`config.mk`:
```
export PLATFORM = sky130hd
export DESIGN_NAME = l2_cmd
export DESIGN_NICKNAME = d
export VERILOG_FILES = /design/src/rtl/l2_cmd_pkg.sv /design/src/rtl/l2_cmd.sv
export SDC_FILE = /design/constraint.sdc
export NUM_CORES = 1
export LEC_CHECK = 0
export CORE_ASPECT_RATIO = 0.8
export CORE_MARGIN = 2
export CORE_UTILIZATION = 30
export CTS_BUF_LIST = sky130_fd_sc_hd__clkbuf_4 sky130_fd_sc_hd__clkbuf_8 sky130_fd_sc_hd__clkbuf_16
export CTS_CLUSTER_DIAMETER = 40
export DETAILED_ROUTE_END_ITERATION = 7
export PLACE_DENSITY_LB_ADDON = 0.05
export SYNTH_ARGS = -nofsm -noshare
export SYNTH_HDL_FRONTEND = slang
export SYNTH_SLANG_ARGS = --single-unit
export TNS_END_PERCENT = 10
```
`constraint.sdc`:
```
create_clock -name clk -period 3.1 [get_ports clk]
set_input_delay 0.31 -clock clk [delete_from_list [all_inputs] [get_ports clk]]
set_output_delay 0.31 -clock clk [all_outputs]
set_load 0.05 [all_outputs]
```
`src/rtl/l2_cmd_pkg.sv`:
```
// Shared layer-2 definitions: FSM state encodings, header length and gap timing.
package l2_cmd_pkg;

    // Command header is always CLA, INS, P1, P2, P3.
    localparam int unsigned L2_NBYTES  = 5;
    // Idle gap after each accepted byte; the response block waits the same 8 cycles.
    localparam int unsigned L2_GAP_CYC = 8;

    localparam int unsigned IDX_W = 3;
    localparam int unsigned CNT_W = 4;

    typedef enum logic [6:0] {
        StIdle = 7'b000_0001,
        StW0   = 7'b000_0010,
        StW1   = 7'b000_0100,
        StSend = 7'b000_1000,
        StGap  = 7'b001_0000,
        StDone = 7'b010_0000,
        StErr  = 7'b100_0000
    } l2_cmd_state_e;

endpackage

```
`src/rtl/l2_cmd.sv`:
```
// Layer-2 command sender: latches a 5-byte header on l3_en and hands it byte by byte
// to the lower layer, with a fixed idle gap after each accepted byte.
module l2_cmd
    import l2_cmd_pkg::*;
#(
    parameter int unsigned GAP_CYC = L2_GAP_CYC,
    parameter int unsigned NBYTES  = L2_NBYTES
) (
    input  logic       clk,
    input  logic       rst,
    input  logic       pin_l2_clr,
    input  logic       l3_en,
    input  logic       l3_cmd_done,
    input  logic       err_timeout,
    input  logic [7:0] cla,
    input  logic [7:0] ins,
    input  logic [7:0] p1,
    input  logic [7:0] p2,
    input  logic [7:0] p3,
    output logic [7:0] cmd,
    output logic       cmd_vld,
    input  logic       cmd_rdy,
    output logic       cmd_done,
    output logic       cmd_err,
    output logic       cmd_busy
);

    localparam logic [IDX_W-1:0] IDX_LAST = IDX_W'(NBYTES);
    localparam logic [CNT_W-1:0] GAP_LAST = CNT_W'(GAP_CYC - 1);

    l2_cmd_state_e    state_q;
    logic [7:0]       hdr_q [NBYTES];
    logic [IDX_W-1:0] idx_q;
    logic [CNT_W-1:0] gap_q;

    // Sequencer: reset beats clear, clear beats every state transition including a start.
    always_ff @(posedge clk) begin
        if (rst) begin
            state_q <= StIdle;
            idx_q   <= '0;
            gap_q   <= '0;
            for (int i = 0; i < int'(NBYTES); i++) begin
                hdr_q[i] <= '0;
            end
        end else if (pin_l2_clr) begin
            state_q <= StIdle;
            idx_q   <= '0;
            gap_q   <= '0;
        end else begin
            unique case (state_q)
                StIdle: begin
                    if (l3_en) begin
                        hdr_q[0] <= cla;
                        hdr_q[1] <= ins;
                        hdr_q[2] <= p1;
                        hdr_q[3] <= p2;
                        hdr_q[4] <= p3;
                        idx_q    <= '0;
                        state_q  <= StW0;
                    end
                end
                StW0: state_q <= StW1;
                StW1: state_q <= StSend;
                StSend: begin
                    // A handshake in the same cycle as a timeout still counts as delivered.
                    if (cmd_rdy) begin
                        idx_q   <= idx_q + IDX_W'(1);
                        gap_q   <= '0;
                        state_q <= StGap;
                    end else if (err_timeout) begin
                        state_q <= StErr;
                    end
                end
                StGap: begin
                    if (gap_q == GAP_LAST) begin
                        gap_q   <= '0;
                        state_q <= (idx_q == IDX_LAST) ? StDone : StSend;
                    end else begin
                        gap_q <= gap_q + CNT_W'(1);
                    end
                end
                StDone: if (l3_cmd_done) state_q <= StIdle;
                StErr:  if (l3_cmd_done) state_q <= StIdle;
                default: state_q <= StIdle;
            endcase
        end
    end

    // Status outputs depend only on the state register, never on inputs.
    always_comb begin
        cmd_vld  = (state_q == StSend);
        cmd_done = (state_q == StDone);
        cmd_err  = (state_q == StErr);
        cmd_busy = (state_q != StIdle);
        cmd      = cmd_vld ? hdr_q[idx_q] : 8'h00;
    end

endmodule
```
==> results of run 1 <==
-- state kept, by name (all words and copies together), names as in the netlist, named ones only --
signal,cells
gap_q,4
hdr_q,40
state_q,7
idx_q,3
-- power breakdown --
part / internal, W / leakage [nW] / switching (W)
Sequential: 0.000854 / 0.563 / 0.0000118
Clock: 0.000393 / 0.102 / 0.000269
Combinational: 0.0000825 / 0.614 / 0.0000515
Total: 0.00133 / 1.28 / 0.000332
-- per-stage QoR --
| step | util | power [W] |
|---|---|---|
| after floorplan | - | 0.0009347 |
| after global placement | 0.3958 | 0.001020 |
| after detailed placement | 0.3958 | 0.001019 |
| after CTS | 0.4179 | 0.001689 |
| after global routing | 0.4179 | 0.001743 |
| final | 0.4179 | 0.001661 |
-- layout by cell type (no fill, tap or decap), drive strengths merged, types with 4 or more instances in the layout --
cell type,count
clkdlybuf4s50,58
and2,40
edfxtp,40
nor2,18
dfxtp,17
clkbuf,12
mux2i,9
mux4,8
nand3,8
nand2,7
a21oi,5
buf,5
xor2,4
-- critical path, stage by stage, from the launching register on --
cell and delay, ns:
dfxtp_1 0.45, buf_4 0.23, mux4_2 0.52, mux2i_1 0.14, nor2_1 0.07, clkdlybuf4s50_1 0.70
-- worst paths after layout --
check	start	endpoint	slack, ns	cells after the start
setup / recovery	flip-flop	cmd[1]	0.36	5
hold / removal	gap_q[3]	gap_q[3]	0.49	2
setup reg to reg	state_q[4]	hdr_q[1][5]	0.92	4
hold reg to reg	gap_q[3]	gap_q[3]	0.49	2
-- Yosys cell counts, drive strengths merged --
cell      n  share of area
and3      2         0.0047
nand2     7         0.0098
xor2      4          0.013
o21ai     3         0.0056
mux4      8          0.067
nor2b     3         0.0070
nor2     18          0.025
buf       9          0.018
a21oi     5         0.0093
mux2i     9          0.034
or3b      1         0.0033
nand4     3         0.0070
inv       2         0.0028
clkbuf    4         0.0070
a311oi    2         0.0065
or2b      1         0.0028
or2       3         0.0070
ha        3          0.014
o21bai    2         0.0056
and4bb    1         0.0047
xnor2     1         0.0033
nand4b    2         0.0065
o32ai     1         0.0033
nor4      2          0.010
or3       1         0.0023
o22ai     1         0.0023
edfxtp   40           0.45
o2111ai   2         0.0065
nand3     8          0.020
and2     40          0.093
nor3      3         0.0098
dfxtp    17           0.13
o32a      1         0.0037
a41oi     1         0.0033
nand2b    2         0.0047
o41ai     1         0.0033
-- final cells by class --
type,instances,share of cell area
Timing Repair Buffer,63,0.1755
Inverter,2,0.002090
Clock buffer,12,0.04075
Clock inverter,4,0.01219
Tap cell,112,0.03901
Multi-Input combinational cell,141,0.3013
Sequential cell,57,0.4291
-- logic make-up after synthesis --
family | Yosys count | synth area share
simple gates | 97 | 0.2176
flops | 57 | 0.5741
compound gates | 19 | 0.04940
mux | 17 | 0.1007
buf+inv | 15 | 0.02796
xor+xnor | 5 | 0.01631
fa+ha+maj | 3 | 0.01398
-- per-layer routing --
metal | vias up | share of wire | track usage
li1 | 902 | - | -
met1 | 833 | 0.50 | 0.1788
met2 | 44 | 0.44 | 0.1886
met4 | 0 | 0.0078 | 0.04143
met5 | - | 0 | 0
met3 | 4 | 0.055 | 0.05596
==> run summary, run 1 <==
CP max FO -> 5
Post_cts resized -> 0
TritonCTS Sinks -> 57
Seq/Total Area, Yosys -> 0.5741
Worst EP required -> 2.79 ns
Max_slew headroom -> 0.5153
Drt wl/cell -> 14.77 um
Max-slew violations -> 0
FF+latch count, synth -> 57
Fin cells -> 391
Number of vias per cell -> 4.560
Clk buf depth -> 2
Antenna-violating nets left -> 0
Die height -> 88.62 um
Post-synthesis cell count -> 213
Postcts setup bufs -> 0
CP Data Arrival Time -> 2.43 ns
Tightest Hold Check Type -> reg2reg
Row count -> 30
DRT iter0 DRCs -> 28
Global-route wire length before repair -> 9211 um
Final WS setup -> 0.3560 ns
Total GRT Usage -> 0.1310
Initial Util -> 0.3124
CP Class -> reg2out
Detailed Routing Iterations Pass 1 -> 4
Pin count of the biggest net entering global routing -> 42
LEAKAGE -> 1.279 nW
Top-Level Pins -> 59
Vias in the first global route -> 1798
Clk_lat worst skew -> 0.33 ns
Cell Area, Placed -> 3402 um^2
Ys Warns -> 0
Cts hold-fix bufs -> 0
TritonCTS clock tree -> done
Pwr dens -> 462.4 nW/um^2
Die area -> 9728 um^2
Critical Path Sink Type -> output port
Net Count, Synth -> 263
Unrepaired setup endpoints after global routing -> no
Routability cong. -> 0.7831
Initial antenna violation count -> 0
Worst Tran Pin Value -> 0.7194 ns
Filler Cells Inserted -> 815
Number of buffers created by CTS -> 9
Final Skew -> 0.006611 ns
Post-Place Setup Slack -> 0.6671 ns
Final-report hold violation count -> 0
Synth unique cells -> 43
# nets final -> 324
Status -> finished clean
Avg Inst Size Synth -> 12.61 um^2
Die X -> 109.8 um
Post-route minimum period -> 2.744 ns
Mapped Area -> 2685 um^2
F_max -> 0.3644 GHz
Layout cells sized above 1 -> 0.1326
Period utilisation layout -> 0.8852
Detailed Route WL -> 5774 um
Reg area -> 1541 um^2
Final instance area -> 3592 um^2
Drt drc -> 0
Area growth, synth to finish -> 33.78%
Placed cells -> 375
Max Cap Viol -> 0
TNS Setup -> 0 ns
Hold slack final -> 0.4934 ns
Grt ovf -> 0
Worst setup SP type -> flip-flop
Htree depth -> 3
Core Region -> 8596 um^2
PortBufs -> 58
Root buffer cell -> clkbuf_8
Antenna Cells -> 0
Multi-input gate area in the final layout -> 1082 um^2
Clk slew on worst S/H paths -> 0.06 ns
DP HPWL -> 4128 um
Via count -> 1783
VDD IR max -> 0.1761 mV
Final setup fails -> 0
(Power assumes the default switching activity.)
==> run 2: changes to the inputs <==
--- a/config.mk
+++ b/config.mk
@@ -5,9 +5,10 @@
 export SDC_FILE = /design/constraint.sdc
 export NUM_CORES = 1
 export LEC_CHECK = 0
+export ABC_CLOCK_PERIOD_IN_PS = 3100
 export CORE_ASPECT_RATIO = 0.8
 export CORE_MARGIN = 2
-export CORE_UTILIZATION = 30
+export CORE_UTILIZATION = 40
 export CTS_BUF_LIST = sky130_fd_sc_hd__clkbuf_4 sky130_fd_sc_hd__clkbuf_8 sky130_fd_sc_hd__clkbuf_16
 export CTS_CLUSTER_DIAMETER = 40
 export DETAILED_ROUTE_END_ITERATION = 7
==> run 2 against run 1 <==
Effect of this change: total power up 6.8%; hold slack improved by 0.00064 ns; critical path depth decreased by 1; non-clock buffer count down 1; via count is 1.9% lower; die area fell by 24%; worst setup slack worse by 0.041 ns; largest cell class unchanged; maximum frequency is 1.5% lower; wire length decreased by 12%; sequential share of layout area grew 0.20 points.
==> run summary, run 2 (synthesis results as in run 1) <==
CP max FO -> 8
Final instance area -> 3576 um^2
Status -> finished clean
Cts hold-fix bufs -> 0
Total GRT Usage -> 0.1555
LEAKAGE -> 1.282 nW
Placed cells -> 346
PortBufs -> 58
Max-slew violations -> 0
Vias in the first global route -> 1738
Fin cells -> 362
Critical R2R Launch -> state_q[4]
Hold slack final -> 0.4940 ns
Final setup fails -> 0
Pin count of the biggest net entering global routing -> 41
Hold path depth -> 2
Final Skew -> 0.003247 ns
Via count -> 1750
Cell Area, Placed -> 3347 um^2
WHS Endpoint -> gap_q[3]
Area growth, synth to finish -> 33.18%
Die area -> 7388 um^2
Root buffer cell -> clkbuf_8
Drt drc -> 0
DP HPWL -> 3656 um
Post_cts resized -> 0
Clk_lat worst skew -> 0.32 ns
Worst EP required -> 2.79 ns
Reg2reg end -> hdr_q[0][6]
Clk buf depth -> 2
DRT iter0 DRCs -> 110
Critical Path Sink Type -> output port
VDD IR max -> 0.2859 mV
TritonCTS Sinks -> 57
Filler Cells Inserted -> 555
Detailed Route WL -> 5088 um
Pwr dens -> 496.1 nW/um^2
Antenna-violating nets left -> 0
Tightest Hold Check Type -> reg2reg
CP Class -> reg2out
TritonCTS clock tree -> done
Die height -> 77.28 um
Largest regs -> hdr_q: 40 flops, state_q: 7 flops, gap_q: 4 flops
Unrepaired setup endpoints after global routing -> no
R2R cell count -> 4
Antenna Cells -> 0
Clk slew on worst S/H paths -> 0.06 ns
Number of vias per cell -> 4.834
Number of flip-flops in the largest register -> 40
Most frequent cells in the layout -> clkdlybuf4s50_1 (58), and2_1 (40), edfxtp_1 (40)
Postcts setup bufs -> 0
Global-route wire length before repair -> 8500 um
Detailed Routing Iterations Pass 1 -> 4
Top-Level Pins -> 59
Routability cong. -> 0.7896
Die X -> 95.60 um
TNS Setup -> 0 ns
Post-route minimum period -> 2.785 ns
Commonest non-fill, non-tap cell in the layout -> clkdlybuf4s50_1
R2R setup slack -> 0.99 ns
Row count -> 26
Number of buffers created by CTS -> 9
Max Cap Viol -> 0
CP Data Arrival Time -> 2.47 ns
# nets final -> 323
Layout cells sized above 1 -> 0.1331
Max_slew headroom -> 0.6245
Hold Crit Start -> gap_q[3]
Initial antenna violation count -> 0
Grt ovf -> 0
Worst Tran Pin Value -> 0.5573 ns
Htree depth -> 3
Initial Util -> 0.4169
Core Region -> 6441 um^2
Drt wl/cell -> 14.06 um
F_max -> 0.3591 GHz
Reg with most FFs -> hdr_q
Worst setup SP type -> flip-flop
Final-report hold violation count -> 0
Period utilisation layout -> 0.8983
==> run 2: changes by cell type in the layout (fill, tap and decap cells not counted) <==
cell / delta
bufinv_16: +1
clkbuf_4: -3
buf_12: -1
clkinvlp_4: +1
clkbuf_8: +2
clkinv_1: -1
==> run 2: how the worst max path moves through the flow <==
stage	startpoint	endpoint	slack, ns	depth (start not counted)
global placement	flip-flop	cmd[4]	0.62	4
floorplan	state_q[6]	hdr_q[0][0]	0.74	4
finish	flip-flop	cmd[4]	0.32	4
global route	flip-flop	cmd[5]	0.11	4
CTS	flip-flop	cmd[4]	0.22	4
detailed placement	flip-flop	cmd[3]	0.60	4
==> run 2: layout make-up <==
cell class / instances / area [um^2] / area share
inverter: 2 / 7.507 / 0.002099
tap: 84 / 105.1 / 0.02939
multi-input combinational: 141 / 1082 / 0.3027
timing repair buffer: 62 / 610.6 / 0.1707
clock buffer: 11 / 151.4 / 0.04234
sequential: 57 / 1541 / 0.4311
clock inverter: 5 / 77.57 / 0.02169
==> run 2: routing by layer <==
layer  track usage  routed length (um)  part of all wire
met1        0.2171                2421              0.48
met2        0.2266                2367              0.47
met3       0.05010                 268             0.053
met4       0.05571                  31            0.0061
met5             0                   0                 0
==> run 2: report_power, final <==
group	switching (W)	internal [W]
combinational	0.0000493	0.0000800
clock	0.000286	0.000493
sequential	0.0000114	0.000854
total	0.000347	0.00143
==> run 2: worst max-delay path, cell delays in order (launching register included) <==
cell and delay, ns:
dfxtp_1 0.67, mux4_2 0.57, mux2i_1 0.13, nor2_1 0.07, clkdlybuf4s50_1 0.71
==> run 2: stage by stage <==
step             util  setup slack [ns]   power, W
4_1_cts        0.5552            0.2189   0.001801
5_1_grt        0.5552            0.1110   0.001845
6_report       0.5552            0.3154   0.001774
3_3_place_gp   0.5196            0.6169   0.001013
2_1_floorplan       -            0.7431  0.0009347
3_5_place_dp   0.5196            0.5961   0.001014
==> run 3: changes to the inputs <==
--- a/config.mk
+++ b/config.mk
@@ -7,7 +7,7 @@
 export LEC_CHECK = 0
 export ABC_CLOCK_PERIOD_IN_PS = 3100
 export CORE_ASPECT_RATIO = 0.8
-export CORE_MARGIN = 2
+export CORE_MARGIN = 5
 export CORE_UTILIZATION = 40
 export CTS_BUF_LIST = sky130_fd_sc_hd__clkbuf_4 sky130_fd_sc_hd__clkbuf_8 sky130_fd_sc_hd__clkbuf_16
 export CTS_CLUSTER_DIAMETER = 40
==> run 3 against run 2 <==
Effect of this change: worst setup slack worse by 0.0045 ns; core utilization fell by 0.74 points; total power shrank 3.7%; sequential share of layout area grew 0.37 points; non-clock buffer count shrank 1; global-route usage shrank 0.84 points; final cell count is 0.28% lower; critical path depth stayed put.
==> run summary, run 3 (synthesis results as in run 1) <==
Status -> finished clean
TritonCTS clock tree -> done
CP max FO -> 8
F_max -> 0.3585 GHz
Initial antenna violation count -> 0
Final-report hold violation count -> 0
Unrepaired setup endpoints after global routing -> no
CP Data Arrival Time -> 2.48 ns
DP HPWL -> 4120 um
Pwr dens -> 482.0 nW/um^2
Filler Cells Inserted -> 571
Antenna-violating nets left -> 0
Layout cells sized above 1 -> 0.1300
Commonest non-fill, non-tap cell in the layout -> clkdlybuf4s50_1
Cts hold-fix bufs -> 0
Core Region -> 6474 um^2
Max_slew headroom -> 0.5389
Max-slew violations -> 0
Number of flip-flops in the largest register -> 40
# nets final -> 322
Drt drc -> 0
Reg with most FFs -> hdr_q
Postcts setup bufs -> 0
Clk_lat worst skew -> 0.33 ns
Power Total -> 0.001709 W
Final instance area -> 3546 um^2
Drt wl/cell -> 15.89 um
Routability cong. -> 0.8536
Number of buffers created by CTS -> 9
Number of vias per cell -> 5.030
Total GRT Usage -> 0.1470
Antenna Cells -> 0
Worst setup SP type -> flip-flop
Worst path cell trace -> mux4_2, mux2i_1, nor2_1, clkdlybuf4s50_1
Cell Area, Placed -> 3339 um^2
LEAKAGE -> 1.272 nW
CP delay by family, top -> multiplexers
Die height -> 83.28 um
Worst Tran Pin Value -> 0.6844 ns
Max Cap Viol -> 0
Clk slew on worst S/H paths -> 0.06 ns
TritonCTS Sinks -> 57
DRT iter0 DRCs -> 85
Max stage delay on crit path -> 0.70 ns
Most frequent cells in the layout -> clkdlybuf4s50_1 (58), and2_1 (40), edfxtp_1 (40)
Pin count of the biggest net entering global routing -> 41
Worst EP required -> 2.79 ns
Post-route minimum period -> 2.789 ns
Critical Path Sink Type -> output port
Period utilisation layout -> 0.8997
Root buffer cell -> clkbuf_8
CP Class -> reg2out
Detailed Route WL -> 5736 um
Grt ovf -> 0
Reg area -> 1541 um^2
Detailed Routing Iterations Pass 1 -> 4
Vias in the first global route -> 1868
Clk buf depth -> 2
Area growth, synth to finish -> 32.06%
TNS Setup -> 0 ns
Row count -> 26
VDD IR max -> 0.2683 mV
Worst Path Buf+Inv -> 1
Final Skew -> 0.009041 ns
Htree depth -> 3
PortBufs -> 58
Die X -> 101.6 um
Global-route wire length before repair -> 9446 um
R2R setup slack -> 0.89 ns
Post_cts resized -> 0
Final setup fails -> 0
Initial Util -> 0.4148
Multi-input gate area in the final layout -> 1082 um^2
Largest regs -> hdr_q: 40 flops, state_q: 7 flops, gap_q: 4 flops
Tightest Hold Check Type -> reg2reg
Post-Place Setup Slack -> 0.6050 ns
Die area -> 8461 um^2
Via count -> 1816
Hold slack final -> 0.4875 ns
Top-Level Pins -> 59
CP max-delay cell -> clkdlybuf4s50_1
Final WS setup -> 0.3108 ns
-- run 3: worst register-to-register path, stage by stage, from the launching register on --
cell,delay (ns)
dfxtp_1,0.46
nor2_1,0.33
nand4_1,0.30
nor2_2,0.49
buf_4,0.33
and2_1,0.17
-- run 3: report_power, final --
group	switching [W]	total (W)	leakage (nW)	internal (W)
Sequential	0.0000120	0.000866	0.563	0.000854
Clock	0.000282	0.000712	0.110	0.000430
Combinational	0.0000512	0.000131	0.598	0.0000794
Total	0.000345	0.00171	1.27	0.00136
-- run 3: area by class of cell --
cell class	count	share of cell area
clock buffer	13	0.04693
clock inverter	3	0.01129
inverter	2	0.002117
multi-input combinational	141	0.3052
sequential	57	0.4347
tap	84	0.02964
timing repair buffer	61	0.1701
-- run 3: through the flow --
step | cells | utilization
after floorplan | 213 | -
after global placement | 345 | 0.5158
after detailed placement | 345 | 0.5158
after CTS | 361 | 0.5477
after global routing | 361 | 0.5477
final | 361 | 0.5477
-- run 3: worst paths after layout --
kind / start / to / depth (start not counted)
worst min register to register: gap_q[3] / gap_q[3] / 2
worst max-delay path: flip-flop / cmd[1] / 4
worst max register to register: state_q[4] / hdr_q[1][3] / 5
worst min-delay path: gap_q[3] / gap_q[3] / 2
-- run 3: routing by layer --
layer / routed length, um / vias up / track usage / part of all wire
li1: - / 901 / - / -
met1: 2979 / 864 / 0.2202 / 0.52
met2: 2388 / 47 / 0.1930 / 0.42
met3: 333 / 4 / 0.05109 / 0.058
met4: 34 / 0 / 0.05314 / 0.0059
met5: 0 / - / 0 / 0
